--- src/rtl/bdev_pkg.sv ---
// Shared definitions for the block-device request/data/response protocol:
// field widths, data beats per sector, and the requester state encoding.
package bdev_pkg;

   localparam int BDEV_ADDR_BITS        = 32;
   localparam int BDEV_SECTOR_BITS      = BDEV_ADDR_BITS;
   localparam int BDEV_DATA_BITS        = 64;
   localparam int BDEV_TAG_BITS         = 1;
   localparam int BDEV_BEATS_PER_SECTOR = 64;

   typedef enum logic [2:0] {
      ST_IDLE,
      ST_REQ,
      ST_WDATA,
      ST_WACK,
      ST_RDATA,
      ST_DONE
   } bdev_state_t;

endpackage

--- src/rtl/block_device_requester.sv ---
// Block-device initiator: bounds-checks one sector-range command, issues the
// request, passes data through with zero latency and reports a status.
module block_device_requester
   import bdev_pkg::*;
#(
   parameter int DATA_BITS        = BDEV_DATA_BITS,
   parameter int SECTOR_BITS      = BDEV_SECTOR_BITS,
   parameter int TAG_BITS         = BDEV_TAG_BITS,
   parameter int BEATS_PER_SECTOR = BDEV_BEATS_PER_SECTOR
) (
   input  logic                   clock,
   input  logic                   reset,

   input  logic                   cmd_valid,
   output logic                   cmd_ready,
   input  logic                   cmd_write,
   input  logic [SECTOR_BITS-1:0] cmd_offset,
   input  logic [SECTOR_BITS-1:0] cmd_len,
   input  logic [TAG_BITS-1:0]    cmd_tag,

   input  logic                   wdata_valid,
   output logic                   wdata_ready,
   input  logic [DATA_BITS-1:0]   wdata_bits,

   output logic                   rdata_valid,
   input  logic                   rdata_ready,
   output logic [DATA_BITS-1:0]   rdata_bits,

   output logic                   done_valid,
   input  logic                   done_ready,
   output logic                   done_err,

   output logic                   bdev_req_valid,
   input  logic                   bdev_req_ready,
   output logic                   bdev_req_bits_write,
   output logic [SECTOR_BITS-1:0] bdev_req_bits_offset,
   output logic [SECTOR_BITS-1:0] bdev_req_bits_len,
   output logic [TAG_BITS-1:0]    bdev_req_bits_tag,

   output logic                   bdev_data_valid,
   input  logic                   bdev_data_ready,
   output logic [DATA_BITS-1:0]   bdev_data_bits_data,
   output logic [TAG_BITS-1:0]    bdev_data_bits_tag,

   input  logic                   bdev_resp_valid,
   output logic                   bdev_resp_ready,
   input  logic [DATA_BITS-1:0]   bdev_resp_bits_data,
   input  logic [TAG_BITS-1:0]    bdev_resp_bits_tag,

   input  logic [SECTOR_BITS-1:0] bdev_info_nsectors,
   input  logic [SECTOR_BITS-1:0] bdev_info_max_req_len
);

   localparam int BEAT_SHIFT = $clog2(BEATS_PER_SECTOR);
   localparam int CNT_BITS   = SECTOR_BITS + BEAT_SHIFT;

   bdev_state_t          state;
   logic [CNT_BITS-1:0]  beat_cnt;
   logic                 reject;
   logic                 mismatch;

   logic [SECTOR_BITS:0] cmd_end;
   logic                 cmd_err;
   logic                 wdata_fire;
   logic                 resp_fire;
   logic                 resp_tag_bad;
   logic                 last_beat;

   // One extra bit keeps offset+len from wrapping past the device size.
   assign cmd_end = {1'b0, cmd_offset} + {1'b0, cmd_len};
   assign cmd_err = (cmd_len == '0) || (cmd_len > bdev_info_max_req_len) ||
                    (cmd_end > {1'b0, bdev_info_nsectors});

   assign bdev_data_valid     = (state == ST_WDATA) && wdata_valid;
   assign wdata_ready         = (state == ST_WDATA) && bdev_data_ready;
   assign bdev_data_bits_data = (state == ST_WDATA) ? wdata_bits : '0;
   assign bdev_data_bits_tag  = (state == ST_WDATA) ? bdev_req_bits_tag : '0;

   assign rdata_valid     = (state == ST_RDATA) && bdev_resp_valid;
   assign rdata_bits      = (state == ST_RDATA) ? bdev_resp_bits_data : '0;
   assign bdev_resp_ready = (state == ST_WACK) || ((state == ST_RDATA) && rdata_ready);

   assign wdata_fire   = bdev_data_valid && bdev_data_ready;
   assign resp_fire    = bdev_resp_valid && bdev_resp_ready;
   assign resp_tag_bad = (bdev_resp_bits_tag != bdev_req_bits_tag);
   assign last_beat    = (beat_cnt == CNT_BITS'(1));

   // NOTE: every register here is updated with <= so all of them see the
   // pre-edge values of each other, whatever order the branches are written in.
   always_ff @(posedge clock or posedge reset) begin
      if (reset) begin
         state                <= ST_IDLE;
         beat_cnt             <= '0;
         reject               <= 1'b0;
         mismatch             <= 1'b0;
         cmd_ready            <= 1'b0;
         done_valid           <= 1'b0;
         done_err             <= 1'b0;
         bdev_req_valid       <= 1'b0;
         bdev_req_bits_write  <= 1'b0;
         bdev_req_bits_offset <= '0;
         bdev_req_bits_len    <= '0;
         bdev_req_bits_tag    <= '0;
      end else begin
         case (state)
            ST_IDLE: begin
               cmd_ready <= 1'b1;
               if (cmd_valid && cmd_ready) begin
                  cmd_ready            <= 1'b0;
                  bdev_req_bits_write  <= cmd_write;
                  bdev_req_bits_offset <= cmd_offset;
                  bdev_req_bits_len    <= cmd_len;
                  bdev_req_bits_tag    <= cmd_tag;
                  if (cmd_err) begin
                     reject     <= 1'b1;
                     done_valid <= 1'b1;
                     done_err   <= 1'b1;
                     state      <= ST_DONE;
                  end else begin
                     bdev_req_valid <= 1'b1;
                     state          <= ST_REQ;
                  end
               end
            end
            ST_REQ: begin
               if (bdev_req_ready) begin
                  bdev_req_valid <= 1'b0;
                  beat_cnt       <= CNT_BITS'(bdev_req_bits_len) << BEAT_SHIFT;
                  state          <= bdev_req_bits_write ? ST_WDATA : ST_RDATA;
               end
            end
            ST_WDATA: begin
               if (wdata_fire) begin
                  beat_cnt <= beat_cnt - 1'b1;
                  if (last_beat) state <= ST_WACK;
               end
            end
            ST_WACK: begin
               if (resp_fire) begin
                  mismatch   <= mismatch || resp_tag_bad;
                  done_valid <= 1'b1;
                  done_err   <= reject || mismatch || resp_tag_bad;
                  state      <= ST_DONE;
               end
            end
            ST_RDATA: begin
               if (resp_fire) begin
                  mismatch <= mismatch || resp_tag_bad;
                  beat_cnt <= beat_cnt - 1'b1;
                  if (last_beat) begin
                     done_valid <= 1'b1;
                     done_err   <= reject || mismatch || resp_tag_bad;
                     state      <= ST_DONE;
                  end
               end
            end
            ST_DONE: begin
               if (done_ready) begin
                  done_valid <= 1'b0;
                  done_err   <= 1'b0;
                  reject     <= 1'b0;
                  mismatch   <= 1'b0;
                  cmd_ready  <= 1'b1;
                  state      <= ST_IDLE;
               end
            end
            default: state <= ST_IDLE;
         endcase
      end
   end

endmodule

--- config.mk ---
export PLATFORM = sky130hd
export DESIGN_NAME = block_device_requester
export DESIGN_NICKNAME = d
export VERILOG_FILES = /design/src/rtl/bdev_pkg.sv /design/src/rtl/block_device_requester.sv
export SDC_FILE = /design/constraint.sdc
export NUM_CORES = 1
export LEC_CHECK = 0
export ABC_AREA = 1
export CAP_MARGIN = 20
export CORE_AREA = 2 2 181 183
export DETAILED_ROUTE_END_ITERATION = 8
export DIE_AREA = 0 0 183 185
export HOLD_SLACK_MARGIN = 0.1
export PLACE_DENSITY_LB_ADDON = 0.3
export REMOVE_ABC_BUFFERS = 1
export SKIP_LAST_GASP = 1
export SYNTH_ARGS = -nofsm -noshare
export SYNTH_HDL_FRONTEND = slang
export SYNTH_SLANG_ARGS = --single-unit
export TNS_END_PERCENT = 50
--- constraint.sdc ---
create_clock -name clock -period 6.95 [get_ports clock]
set_input_delay 1.39 -clock clock [delete_from_list [all_inputs] [get_ports clock]]
set_output_delay 1.39 -clock clock [all_outputs]
set_load 0.005 [all_outputs]
# Yosys cells after proc, flatten, opt, wreduce, memory -nomap -nowiden

Index checks and enable logic that the tools add are counted.

Register bits after elaboration: 113
Bits of input ports: 268
Word-level logic and storage cells: 102

Add/subtract/negate cells: 2
$lt $le $gt $ge: 2
Equality and inequality tests: 18
Mux-type cells: 39
Reduce and logical (&&, ||, !) cells: 29

Operators by type and width:

| cell                    | number |
|---|---|
| $mux W64                | 2 |
| $mux W38                | 3 |
| $pmux W38 S3            | 1 |
| $eq A38 B1 Y1 const B   | 1 |
| $sub A38 B1 Y38 const B | 1 |
| $add A32 B32 Y33        | 1 |
| $gt A33 B32 Y1          | 1 |
| $gt A32 B32 Y1          | 1 |
| $logic_not A32 Y1       | 1 |
| $mux W3                 | 10 |
| $ne A2 B2 Y1 const B    | 10 |
| $pmux W3 S6             | 1 |
| $mux W1                 | 16 |
| $reduce_and A4 Y1       | 3 |
| $pmux W1 S2             | 4 |
| $pmux W1 S4             | 2 |
| $reduce_and A8 Y1       | 1 |
| $logic_and A1 B1 Y1     | 7 |
| $reduce_and A7 Y1       | 1 |
| $eq A3 B2 Y1 const B    | 2 |
| $eq A3 B3 Y1 const B    | 2 |
| $logic_or A1 B1 Y1      | 6 |
| $reduce_bool A2 Y1      | 3 |
| $reduce_and A2 Y1       | 2 |
| 8 further kinds         | 8 |

# Logic depth before layout (Yosys ltp)

Word-level depth: 6
Depth in mapped cells: 29
Mapped depth without buffers: 29

# Least setup slack after synthesis

No wires, ideal clock.

Path type: input port to flip-flop
From: input port cmd_offset[0]
To: register done_err
Arrival time: 4133 ps
Required time: 6833 ps
Path slack: 2700 ps
Cell stages on the path: 21
Path buffers: 0
Cells stage by stage: ha_1 > inv_1 > fa_1 > o21ai_2 > nand3_1 > nand2_1 > nand3_1 > nand2_1 > a21o_1 > nand2_1 > nand2_1 > a21oi_1 > xnor2_1 > ha_1 > nand4_1 > nor4_1 > nand4_1 > nand2_1 > nand3_1 > nand3_1 > nand2_1

Cells in the longest elaborated chain, start to end: 5

RTL lines:

| element                            | line                          | source |
|---|---|---|
| from (decl)                        | block_device_requester.sv:17  | `input logic [SECTOR_BITS-1:0] cmd_offset,` |
| $add A32 B32 Y33                   | block_device_requester.sv:70  | `assign cmd_end = {1'b0, cmd_offset} + {1'b0, cmd_len};` |
| $gt A33 B32 Y1                     | block_device_requester.sv:72  | `(cmd_end > {1'b0, bdev_info_nsectors});` |
| $logic_or A1 B1 Y1                 | block_device_requester.sv:71  | `assign cmd_err = (cmd_len == '0) \|\| (cmd_len > bdev_info_max_req_len) \|\|` |
| $ne A2 B2 Y1 (no source line)      | -                             |  |
| $reduce_and A7 Y1 (no source line) | -                             |  |
| to (signal assigned)               | block_device_requester.sv:142 | `done_err <= reject \|\| mismatch \|\| resp_tag_bad;` |
| to (signal assigned)               | block_device_requester.sv:152 | `done_err <= reject \|\| mismatch \|\| resp_tag_bad;` |
| to (decl)                          | block_device_requester.sv:31  | `output logic done_err,` |

Every way passes these cells.
A chain may end at the register's enable or synchronous reset.

# Worst setup path after layout

From: input port cmd_len[0]
To: register done_valid

Cells in the longest elaborated chain, start to end: 5

RTL lines:

| element                                              | line                                                       | source |
|---|---|---|
| from (decl)                                          | block_device_requester.sv:18                               | `input logic [SECTOR_BITS-1:0] cmd_len,` |
| $add A32 B32 Y33 (tied with other cells)             | block_device_requester.sv:70                               |  |
| $gt A33 B32 Y1 or $logic_or A1 B1 Y1 (tied branches) | block_device_requester.sv:72, block_device_requester.sv:71 |  |
| $logic_or A1 B1 Y1 (*)                               | block_device_requester.sv:71                               |  |
| $ne A2 B2 Y1 (no source line) (*)                    | -                                                          |  |
| $reduce_and A7 Y1 (no source line) (*)               | -                                                          |  |
| to (signal assigned)                                 | block_device_requester.sv:97                               | `done_valid <= 1'b0;` |
| to (signal assigned)                                 | block_device_requester.sv:116                              | `done_valid <= 1'b1;` |
| to (signal assigned)                                 | block_device_requester.sv:141                              | `done_valid <= 1'b1;` |
| to (decl)                                            | block_device_requester.sv:29                               | `output logic done_valid,` |

Every way passes the cells marked *; elsewhere a longest branch is shown, timed or not.

==> run summary <==
final period utilization: 71.9%
# rows: 66
IO buf count: 470
Avg WL per Cell: 18.2 um
reg-to-reg endpoint: beat_cnt[9]$_DFFE_PP0P_
starting density of the core: 31.8%
worst vdd ir: 196 uV
Synth cell types: 51
TritonCTS clock tree: yes
Reg area: 2830 um2
reg2reg setup slack: 3.65 ns
non-filler instance count after layout: 2448
most common cell after layout, fill and taps aside: clkdlybuf4s50_1
ratio of cells with drive above 1 in the final layout: 4.57%
Detailed Place HPWL: 37500 um
area leader, netlist: dfrtp_1
Die W: 183 um
design area: 15900 um2
Top FF cell, synth: dfrtp_1
Initial DRT Pass Iterations: 7
largest net degree at the start of global routing: 73
Synth top area share: 27.8%
Req. time, crit path: 7.31 ns
final hold vios: 0
worst hold path type: reg2reg
outcome: finished, final reports clean
synth top area cells: dfrtp_1 28%, nand2_1 14%, ha_1 12%, inv_1 11%, nor2_1 8.6%
type of origin of the critical path: input pin
worst path arrival time: 5.35 ns
Routed WL: 44600 um
Static Leak: 0.00797 uW
fin nets: 2392
Vias: 11800
DP Cell Count: 2413
Layout Skew: 0.00937 ns
GRT overflow: 0
RSZ-0062 raised after global routing: no
Core ar.: 32000 um2
gpl congestion: 0.919
Routed Antenna Nets: 0
Worst Hold Depth: 2
YS warnings: 0
Avg Cell Area, Syn: 6.49 um2
DP Area: 15300 um2
first-pass GRT wire length: 64200 um
Clock Tree Root: clkbuf_16
Cell Pwr Density: 315 nW/um2
cts bufs inserted: 17
Die Ht: 185 um
DR vias/cell: 4.80
Seq/Total Area, Yosys: 27.8%
async set-reset flop share out of synthesis: 100%
FF-to-FF Start: state[2]$_DFFE_PP0P_
# resized after CTS: 0
Layout fillers: 3158
Rel. slew slack: 44.8%
Final WS setup: 1.95 ns
multi-input logic area: 6060 um2
final core utilization: 49.7%
pins over their slew limit: 0
critical path's slowest cell: clkdlybuf4s50_1
TNS Setup: 0 ns
All-Layer GR Usage: 25.1%
Worst Hold End: bdev_req_bits_offset[27]$_DFFE_PP0P_
Slew @ Worst Pin: 0.821 ns
vias in the first global route: 11200
CP delay by family, top: simple AND/OR/NAND/NOR gates
synthesized cell area: 10200 um2
worst skew pair latency: 0.42 ns
FF-to-FF path depth: 11
fmax: 200 MHz
Min Clock Period, post-route: 5.00 ns
Top cell by count, worst path: nand2_1
register bit total from synthesis: 113
maximum single-stage delay on the critical path: 0.58 ns
Max FO, Critical Path: 5
crit path buf inv count: 2
commonest non-fill, non-tap cells in the layout: 470 x clkdlybuf4s50_1, 383 x nand2_1, 286 x inv_1
postcts setup bufs: 0
Die Area: 33900 um2
MaxCap Viol Count: 0
initial antenna violation count: 7
Max Buffers Root-to-Sink: 2
critical path type: in2reg
H-Tree Depth: 4
clk slew on worst S/H paths: 0.06 ns
hold_buf cts: 0
clk sinks: 113
Placement Setup Slack: 1.53 ns
hold_sp: bdev_req_bits_offset[27]$_DFFE_PP0P_
Cells after Synth: 1569
IO Pins: 471
Area growth syn-to-layout: 56.4%
EDFF count, synth: 0
DRT iter0 DRCs: 653
Post-route DRC: 0
Worst Setup End Kind: flop
Setup violations, final: 0
## metrics by stage
| stage | power (uW) | hold WS (ns) |
|---|---|---|
| final | 5010 | 0.472 |
| after global placement | 4010 | 0.453 |
| after global routing | 5390 | 0.492 |
| after floorplan | 2640 | 0.443 |
| after detailed placement | 4060 | 0.458 |
| after CTS | 5020 | 0.471 |
## state kept, by name (all words and copies together) (netlist names), 3 cells and up
signal                flops
bdev_req_bits_len        32
bdev_req_bits_offset     32
beat_cnt                 38
state                     3
## worst max path at each step
stage / slack [ns] / depth (start not counted) / to / startpoint
6_report: 1.95 / 27 / done_valid$_DFFE_PP0P_ / cmd_len[0]
5_1_grt: 1.56 / 28 / done_err$_DFFE_PP0P_ / cmd_len[0]
4_1_cts: 1.95 / 23 / done_valid$_DFFE_PP0P_ / cmd_len[0]
3_5_place_dp: 1.53 / 23 / done_valid$_DFFE_PP0P_ / cmd_len[0]
3_3_place_gp: 1.60 / 23 / done_valid$_DFFE_PP0P_ / cmd_len[0]
2_1_floorplan: 2.57 / 1 / bdev_req_bits_len[0]$_DFFE_PP0P_ / reset
## worst reg2reg max path, stage by stage, from the launching register on
cell	delay [ns]
dfrtp_1	0.41
inv_2	0.12
nand2_4	0.09
nor2_2	0.16
nor2_1	0.07
buf_4	0.23
inv_2	0.58
nand3_4	0.23
nand2_4	0.44
inv_2	0.35
a21oi_2	0.22
mux2_4	0.31
## cells by family after synthesis
logic type	count (synthesis)	share of synthesized area (%)
adder cells (fa/ha/maj)	99	12.2
flip-flops	113	27.8
XOR/XNOR	40	3.44
multiplexers	1	0.147
AND/OR/NAND/NOR	741	30.8
AO/OA/AOI/OAI	236	12.8
buffers and inverters	339	12.7
## area by class of cell
cell class	count	share of cell area, %
diodes	4	0.0629
clock buffers	20	2.87
clock inverters	10	1.01
inverters	299	7.06
multi-input cells	1117	38.1
flip-flops and latches	113	17.8
well taps	408	3.21
repair buffers	477	30.0
## report_power, final
group / switching (uW) / internal, uW / leakage [uW]
Sequential: 296 / 969 / 0.00141
Clock: 322 / 614 / 0.000302
Combinational: 1520 / 1290 / 0.00626
Total: 2140 / 2870 / 0.00797
## routing by layer
layer	global-route usage, %	wire [um]	vias to the layer above	part of all wire, %
met3	4.82	2610	63	5.9
met1	29.1	17700	5434	40
met4	8.77	1300	0	2.9
met5	0	0	-	0
li1	-	-	5849	-
met2	46.2	22900	405	51
## synthesized netlist by cell type (all sizes together) (2+ instances only)
master / instances
a31oi: 5
nor3: 14
xor2: 26
inv: 299
and3: 2
nor2: 254
o22ai: 6
nor4: 17
o21a: 2
nand3: 40
nand4: 18
o211ai: 10
clkbuf: 29
or2: 3
nand2: 391
o21ai: 82
buf: 11
a211oi: 2
a21oi: 114
ha: 98
a21o: 8
xnor2: 14
dfrtp: 113
Note: power is estimated with default switching activity, not from simulation.
